File: src/rtl/emu_host_sequencer.sv
// emu_host_sequencer: host-side transactor for an 8-bit co-emulation wrapper port.
// Takes one stimulus frame from a host byte stream and writes it into the wrapper.
// It then pulses load_emu, applies one gated clk_dut period and pulses get_emu.
// Finally it reads the DUT output bytes back and streams them to the host.
//
// Ports:
//   clk_emu, rst_emu            emulation clock, synchronous active-high reset
//   rx_data/rx_valid/rx_ready   host stimulus byte stream (ready/valid)
//   tx_data/tx_valid/tx_ready   response byte stream to host (ready/valid)
//   Din_emu, Addr_emu           wrapper write data / byte address
//   load_emu, get_emu           one-cycle wrapper transfer / capture pulses
//   Dout_emu                    wrapper readback, registered one cycle after Addr_emu
//   clk_dut                     controlled DUT clock
//   busy                        high whenever not accepting stimulus
//
// Optional build macro EMU_FRAME_CNT_EN: appends an 8-bit frame counter byte to every
// response frame.
module emu_host_sequencer #(
  parameter int unsigned NUM_STIM = 3,
  parameter int unsigned NUM_OUT  = 2,
  parameter int unsigned CLK_HALF = 1
) (
  input  logic       clk_emu,
  input  logic       rst_emu,
  input  logic [7:0] rx_data,
  input  logic       rx_valid,
  output logic       rx_ready,
  output logic [7:0] tx_data,
  output logic       tx_valid,
  input  logic       tx_ready,
  output logic [7:0] Din_emu,
  output logic [2:0] Addr_emu,
  output logic       load_emu,
  output logic       get_emu,
  input  logic [7:0] Dout_emu,
  output logic       clk_dut,
  output logic       busy
);

`ifdef EMU_FRAME_CNT_EN
  typedef enum logic [3:0] {
    StRx, StSettle, StLoad, StClkH, StClkL, StGet, StRaddr, StRcap, StTx, StTrail
  } state_e;
`else
  typedef enum logic [3:0] {
    StRx, StSettle, StLoad, StClkH, StClkL, StGet, StRaddr, StRcap, StTx
  } state_e;
`endif

  localparam logic [2:0] KLast    = 3'(NUM_STIM - 1);
  localparam logic [2:0] JLast    = 3'(NUM_OUT - 1);
  localparam logic [7:0] HalfLast = 8'(CLK_HALF - 1);

  state_e     state_q, state_d;
  logic [2:0] k_q, k_d;
  logic [2:0] j_q, j_d;
  logic [2:0] addr_q, addr_d;
  logic [7:0] hcnt_q, hcnt_d;
  logic [7:0] tx_data_q, tx_data_d;
  logic       tx_valid_q, tx_valid_d;
  logic [7:0] shadow_q [NUM_STIM];
  logic [7:0] shadow_d [NUM_STIM];
`ifdef EMU_FRAME_CNT_EN
  logic [7:0] fcnt_q, fcnt_d;
`endif

  always_comb begin
    state_d    = state_q;
    k_d        = k_q;
    j_d        = j_q;
    addr_d     = addr_q;
    hcnt_d     = hcnt_q;
    tx_data_d  = tx_data_q;
    tx_valid_d = tx_valid_q;
    shadow_d   = shadow_q;
`ifdef EMU_FRAME_CNT_EN
    fcnt_d     = fcnt_q;
`endif
    rx_ready   = 1'b0;
    load_emu   = 1'b0;
    get_emu    = 1'b0;
    clk_dut    = 1'b0;
    busy       = 1'b1;

    unique case (state_q)
      StRx: begin
        rx_ready = 1'b1;
        busy     = 1'b0;
        if (rx_valid) begin
          for (int i = 0; i < int'(NUM_STIM); i++) begin
            if (k_q == 3'(i)) shadow_d[i] = rx_data;
          end
          // Pointing Addr_emu at the new byte lets the wrapper write it next edge.
          addr_d = k_q;
          if (k_q == KLast) begin
            k_d     = 3'd0;
            state_d = StSettle;
          end else begin
            k_d = k_q + 3'd1;
          end
        end
      end
      StSettle: state_d = StLoad;
      StLoad: begin
        load_emu = 1'b1;
        hcnt_d   = HalfLast;
        state_d  = StClkH;
      end
      StClkH: begin
        clk_dut = 1'b1;
        if (hcnt_q == 8'd0) begin
          hcnt_d  = HalfLast;
          state_d = StClkL;
        end else begin
          hcnt_d = hcnt_q - 8'd1;
        end
      end
      StClkL: begin
        if (hcnt_q == 8'd0) begin
          state_d = StGet;
        end else begin
          hcnt_d = hcnt_q - 8'd1;
        end
      end
      StGet: begin
        get_emu = 1'b1;
        j_d     = 3'd0;
        addr_d  = 3'd0;
        state_d = StRaddr;
      end
      // Addr_emu already holds j here; the wrapper registers out[j] at the end of it.
      StRaddr: state_d = StRcap;
      StRcap: begin
        tx_data_d  = Dout_emu;
        tx_valid_d = 1'b1;
        state_d    = StTx;
      end
      StTx: begin
        if (tx_ready) begin
          tx_valid_d = 1'b0;
          if (j_q == JLast) begin
`ifdef EMU_FRAME_CNT_EN
            tx_data_d  = fcnt_q;
            tx_valid_d = 1'b1;
            state_d    = StTrail;
`else
            state_d = StRx;
`endif
          end else begin
            j_d     = j_q + 3'd1;
            addr_d  = j_q + 3'd1;
            state_d = StRaddr;
          end
        end
      end
`ifdef EMU_FRAME_CNT_EN
      StTrail: begin
        if (tx_ready) begin
          tx_valid_d = 1'b0;
          fcnt_d     = fcnt_q + 8'd1;
          state_d    = StRx;
        end
      end
`endif
      default: state_d = StRx;
    endcase
  end

  // Din_emu always mirrors the shadow copy so idle wrapper writes are harmless.
  always_comb begin
    Din_emu = 8'h00;
    for (int i = 0; i < int'(NUM_STIM); i++) begin
      if (addr_q == 3'(i)) Din_emu = shadow_q[i];
    end
  end

  always_ff @(posedge clk_emu) begin
    if (rst_emu) begin
      state_q    <= StRx;
      k_q        <= 3'd0;
      j_q        <= 3'd0;
      addr_q     <= 3'd0;
      hcnt_q     <= 8'd0;
      tx_data_q  <= 8'h00;
      tx_valid_q <= 1'b0;
      for (int i = 0; i < int'(NUM_STIM); i++) shadow_q[i] <= 8'h00;
`ifdef EMU_FRAME_CNT_EN
      fcnt_q     <= 8'h00;
`endif
    end else begin
      state_q    <= state_d;
      k_q        <= k_d;
      j_q        <= j_d;
      addr_q     <= addr_d;
      hcnt_q     <= hcnt_d;
      tx_data_q  <= tx_data_d;
      tx_valid_q <= tx_valid_d;
      shadow_q   <= shadow_d;
`ifdef EMU_FRAME_CNT_EN
      fcnt_q     <= fcnt_d;
`endif
    end
  end

  assign Addr_emu = addr_q;
  assign tx_data  = tx_data_q;
  assign tx_valid = tx_valid_q;

endmodule

File: config.mk
export PLATFORM = sky130hd
export DESIGN_NAME = emu_host_sequencer
export DESIGN_NICKNAME = d
export VERILOG_FILES = /design/src/rtl/emu_host_sequencer.sv
export SDC_FILE = /design/constraint.sdc
export NUM_CORES = 1
export LEC_CHECK = 0
export ABC_CLOCK_PERIOD_IN_PS = 2300
export CELL_PAD_IN_SITES_DETAIL_PLACEMENT = 0
export CELL_PAD_IN_SITES_GLOBAL_PLACEMENT = 1
export CORE_MARGIN = 2
export CORE_UTILIZATION = 39
export CTS_CLUSTER_DIAMETER = 80
export DETAILED_ROUTE_END_ITERATION = 6
export MAX_ROUTING_LAYER = met4
export PLACE_DENSITY_LB_ADDON = 0.1
export SYNTH_ARGS = -nofsm -noshare
export SYNTH_HDL_FRONTEND = slang
export SYNTH_SLANG_ARGS = --single-unit
export TNS_END_PERCENT = 20
File: constraint.sdc
create_clock -name clk_emu -period 2.3 [get_ports clk_emu]
set_input_delay 0.69 -clock clk_emu [delete_from_list [all_inputs] [get_ports clk_emu]]
set_output_delay 0.69 -clock clk_emu [all_outputs]
set_load 0.02 [all_outputs]
After elaboration in Yosys (flattened, before gate mapping)
Cells that the tools add are included.

Bits in registers: 54. Bits in latches: 0. Bits in writable memories: 0. ROM bits: 0. Input port bits: 20. Logic and storage cells: 76. Memories kept: 0.

Add/subtract/negate cells: 3. $mul: 0. Div/mod/pow operators: 0. Order comparisons: 0. Equal/unequal tests: 20. Shift operators: 0. Multiplexer cells: 26. Bitwise gates (word level): 0. Reductions and logical operators: 17.

Operator list (number): 8-bit 2-to-1 mux (5); 4-bit case mux with 9 select lines (1); 8-bit case mux with 3 select lines (1); 4-bit 2-to-1 mux (5); 4-bit by 3-bit == test with 1-bit output, second input constant (4); 3-bit 2-to-1 mux (5); 2-bit != test, second input constant (7); 3-bit AND reduction (4); 3-bit by 1-bit == test with 1-bit output, second input constant (3); 3-bit case mux with 3 select lines (1); 4-bit by 2-bit == test with 1-bit output, second input constant (2); 8-bit logical NOT (1); 8-bit by 1-bit subtractor with 8-bit output, second input constant (1); 3-bit by 1-bit adder with 3-bit output, second input constant (2); 3-bit by 2-bit == test with 1-bit output, second input constant (2); 3-bit logical NOT (2); 1-bit 2-to-1 mux (6); 3-bit case mux with 2 select lines (1); 2-bit AND reduction (3); 3-bit nonzero test (2); 5-bit AND reduction (1); 4-bit by 1-bit == test with 1-bit output, second input constant (1); 4-bit == test, second input constant (1); 4-bit logical NOT (1); 3 further kinds (4).

Depth between registers and ports, before layout
Depth in word-level cells: 4. Gate-level depth with buffers: 8.

Worst setup path after synthesis
No wires, ideal clock.

Kind: flip-flop to output port. Start: reg addr_q[0] (netlist: Addr_emu[0]). End: out Din_emu[0]. Arrival time: 1.501 ns. Data required time: 1.610 ns. Slack: 0.109 ns. Stages on the path, launching flop included: 6. Path through: dfxtp_1 clkbuf_1 inv_1 nor2_1 a21oi_1 nor2_1.

Cells in the longest elaborated chain, start to end: 4. Elaborated cells between the ends (all ways): 6. Those cells by class: 2 x eq/ne; 3 x mux; 1 x reduce/logical.

Ends and longest elaborated chain: start: declaration (line 57) `logic [2:0] addr_q, addr_d;`; start signal: assignment (line 194) `addr_q <= addr_d;`; 3-bit logical NOT (line 173) `if (addr_q == 3'(i)) Din_emu = shadow_q[i];`; 8-bit 2-to-1 mux (2 in series) (line 173); 8-bit 2-to-1 mux (*) (line 173); end: declaration (line 31) `output logic [7:0] Din_emu,`.

Every way passes the cells marked *; elsewhere a longest branch is shown, timed or not.

Final worst setup path
Start: reg addr_q[0] (netlist: Addr_emu[0]). End: out Din_emu[6].

Same word-level chain as after synthesis.

==> metrics <==
drt initial violations=118; main area contributors after synthesis=dfxtp_1, mux2i_1, nor2_1; Post-DP HPWL=4520 microns; nets=394; cells along the critical path=inv_1 -> nor2_1 -> buf_4 -> a21oi_1 -> nor2_1 -> clkdlybuf4s15_1; Seq/Total Area, Yosys=between 40 and 50%; fin cells=449; status=complete, no violations; Design Power=about 3.3 mW; clk root buf=clkbuf_8; Fin. Hold Viols=0; Routed WL=between 6000 and 7000 microns; Total GRT Usage=a little under a fifth; PwrDens=~1000 nW/um^2; Slew HR=54.2%; R2R Setup Slk=0.28 ns; Initial Util=40.9%; cell count after synthesis=318; TritonCTS clock tree=built; Post-synth EDFFs=0; Clock power frac=19.9%; Pleak=around 1.4 nW; CP required=1.61 ns; grt met3 use=3.71%; Internal Power=2.07 mW; Fill cells=636; first-pass GRT wire length=10900 microns; Setup crit end=Din_emu[6]; post-CTS setup buffers=0; H-Tree Depth=2; Worst Path Class, Setup=reg2out; Sw Pwr=1.27 mW; Cell Area, Synth=2640 sq um; DIE HEIGHT=between 80 and 90 microns; post-DR vias/cell=5.26; fin crit period=2.21 ns; Critical Path Most Common Cell=nor2_1; CP top delay family=buffers and inverters; Combinational Power Share=43.3%; drt pass-1 iters=4; Diodes inserted=0; Final Cycle Share=a little over nine tenths; post-route ant nets=0; CP Launch Type=register; largest net degree at the start of global routing=49; IO Pins=45; wire per inst=roughly 14 microns; ys flop type=dfxtp_1; antenna violations before repair=0; Yosys top cell by area=dfxtp_1; Num CTS Buffers=5; routability cong.=about 0.8; Largest stage delay, worst path=0.37 ns; Reg2Reg Depth=7; total grt overflow=0; Yosys reg bits=54; busiest layer in global routing=met2; synthesis-to-layout area growth=26.5%; Synth top area share=roughly two fifths; Rows=29; CP Max Fanout=4; clk_lat worst skew=0.32 ns; Placement Cell Area=3250 sq um; die area=around 7400 sq um; CP Data Arrival Time=1.52 ns; Clock transition at path regs=0.11 ns; Reg-to-Reg Start=hcnt_q[0]; Clock Tree Buf Depth=2; core area=6460 sq um; VDD IR max=0.416 mV; share of layout cells above drive strength 1=13.4%; async set or reset register ratio after synthesis=0%; Syn Area/Cell=slightly above 8 sq um; max-slew violations=0; post-synth cell types=54; vias in the first global route=2323; MaxCap Viol Count=0; IO Port Bufs=44; RSZ-0062 raised after global routing=true; met2 Usage GRT=27.9%; CP bufs+invs=3; reg-to-reg endpoint=state_q[0]; CP Capture Type=primary output; final setup skew=0.0126 ns; part of the power in registers=36.8%; CTS Sinks=54; Critical Path Stages=6; highest-delay cell along the critical path=dfxtp_1; syn_nets=~340; via count=between 2000 and 2500; fmax=around 450 MHz; Slew @ Worst Pin=0.685 ns; Setup Viol. Count Final=0; Placed Instances=between 400 and 500; sw frac=38.0%; yosys warns=0; detailed-route DRC error count=0; final non-filler cell area=3340 sq um; Worst setup startpoint=Addr_emu[0]; Hold Path Class=reg2reg; met1 Track Usage GR=a little over a quarter; die width=86.3 microns
-- state kept, by name (all words and copies together) (netlist names) --
signal,flops
shadow_q,24
hcnt_q,8
tx_data,8
state_q,4
Addr_emu,3
j_q,3
k_q,3
tx_valid,1
-- stage by stage --
stage,TNS [ns],worst slack (ns),hold slack [ns],util (%)
after floorplan,0,0.109,0.436,-
after global placement,0,0.0400,0.442,50.3
after detailed placement,0,0.0378,0.449,50.3
after CTS,0,0.00359,0.465,52.1
after global routing,-0.0717,-0.0717,0.488,51.7
final,0,0.0874,0.460,51.7
-- area by class of cell --
class                   instances  area [sq um]  share of cell area [%]
multi-input cells             237          1440                    43.0
flip-flops and latches         54          1090                    32.5
repair buffers                 66           577                    17.3
well taps                      77          96.3                    2.88
clock buffers                   5          68.8                    2.06
clock inverters                 3          47.5                    1.42
inverters                       7          26.3                   0.787
-- worst min path at each step --
stage,startpoint,end,slack [ns],depth (start not counted)
5_1_grt,shadow_q[1],shadow_q[1],0.49,2
2_1_floorplan,shadow_q[0],shadow_q[0],0.44,2
4_1_cts,tx_data[7],tx_data[7],0.46,2
6_report,tx_data[7],tx_data[7],0.46,2
3_3_place_gp,tx_data[1],tx_data[1],0.44,2
3_5_place_dp,tx_data[4],tx_data[4],0.45,2
-- cells in the final DEF (no fill, tap or decap), types with 2 or more instances in the layout --
| master | n |
|---|---|
| o22ai_1 | 2 |
| nor2b_1 | 3 |
| clkdlybuf4s50_1 | 31 |
| o21ai_0 | 4 |
| a21oi_1 | 31 |
| nor4_1 | 2 |
| nand3_1 | 11 |
| nor3_1 | 8 |
| mux2i_1 | 29 |
| nor3b_1 | 2 |
| and2_1 | 3 |
| clkbuf_2 | 7 |
| nand2b_1 | 2 |
| xor2_1 | 5 |
| ha_1 | 3 |
| clkbuf_8 | 5 |
| nand2_1 | 33 |
| inv_1 | 6 |
| dfxtp_1 | 50 |
| or3_1 | 2 |
| xnor2_1 | 2 |
| nand3b_1 | 4 |
| dlygate4sd2_1 | 5 |
| dfxtp_2 | 4 |
| a211oi_1 | 3 |
| buf_4 | 21 |
| nor2_1 | 57 |
| a31oi_1 | 3 |
-- cell usage after synthesis, drive strengths merged, types with 3 or more instances --
cell type / count
a211oi: 3
o21ai: 6
nor4: 4
mux2i: 29
ha: 3
dfxtp: 54
nor2: 57
and2: 3
nor3: 8
a21oi: 32
nand3: 12
nor2b: 3
buf: 6
xor2: 5
a31oi: 3
clkbuf: 14
inv: 7
nand2: 33
nand3b: 4
-- what timing repair did --
| action | 4_1_cts | 5_1_grt |
|---|---|---|
| endpoints found under the hold margin | 0 | 0 |
| gates resized for setup | 19 | 14 |
| hold buffers | 0 | 0 |
| pin swaps | 1 | 0 |
| endpoints found under the setup margin | 13 | 8 |
-- cell families after synthesis --
family / after synthesis / share of synthesized area, %
adder cells (fa/ha/maj): 3 / 1.42
multiplexers: 30 / 11.4
XOR/XNOR: 7 / 2.32
AO/OA/AOI/OAI: 59 / 13.7
buffers and inverters: 27 / 4.93
flip-flops: 54 / 40.9
AND/OR/NAND/NOR: 138 / 25.3
-- worst min-delay path: stages, from the launching register on --
cell	delay, ns
dfxtp_1	0.32
nand2_1	0.05
a21oi_1	0.05
-- per-layer routing --
metal	routed length (microns)	vias to the layer above
met3	288	3
met4	25	0
met2	2680	47
met1	3320	1101
li1	-	1210
met5	0	-
-- power groups by stage --
stage	Combinational, mW	Clock, mW	Sequential [mW]
2_1_floorplan	1.04	0	1.19
3_5_place_dp	1.50	0	1.24
5_1_grt	1.60	0.731	1.26
6_report	1.45	0.664	1.23
4_1_cts	1.47	0.688	1.23
3_3_place_gp	1.49	0	1.24
Power figures use the tool's default switching activity.
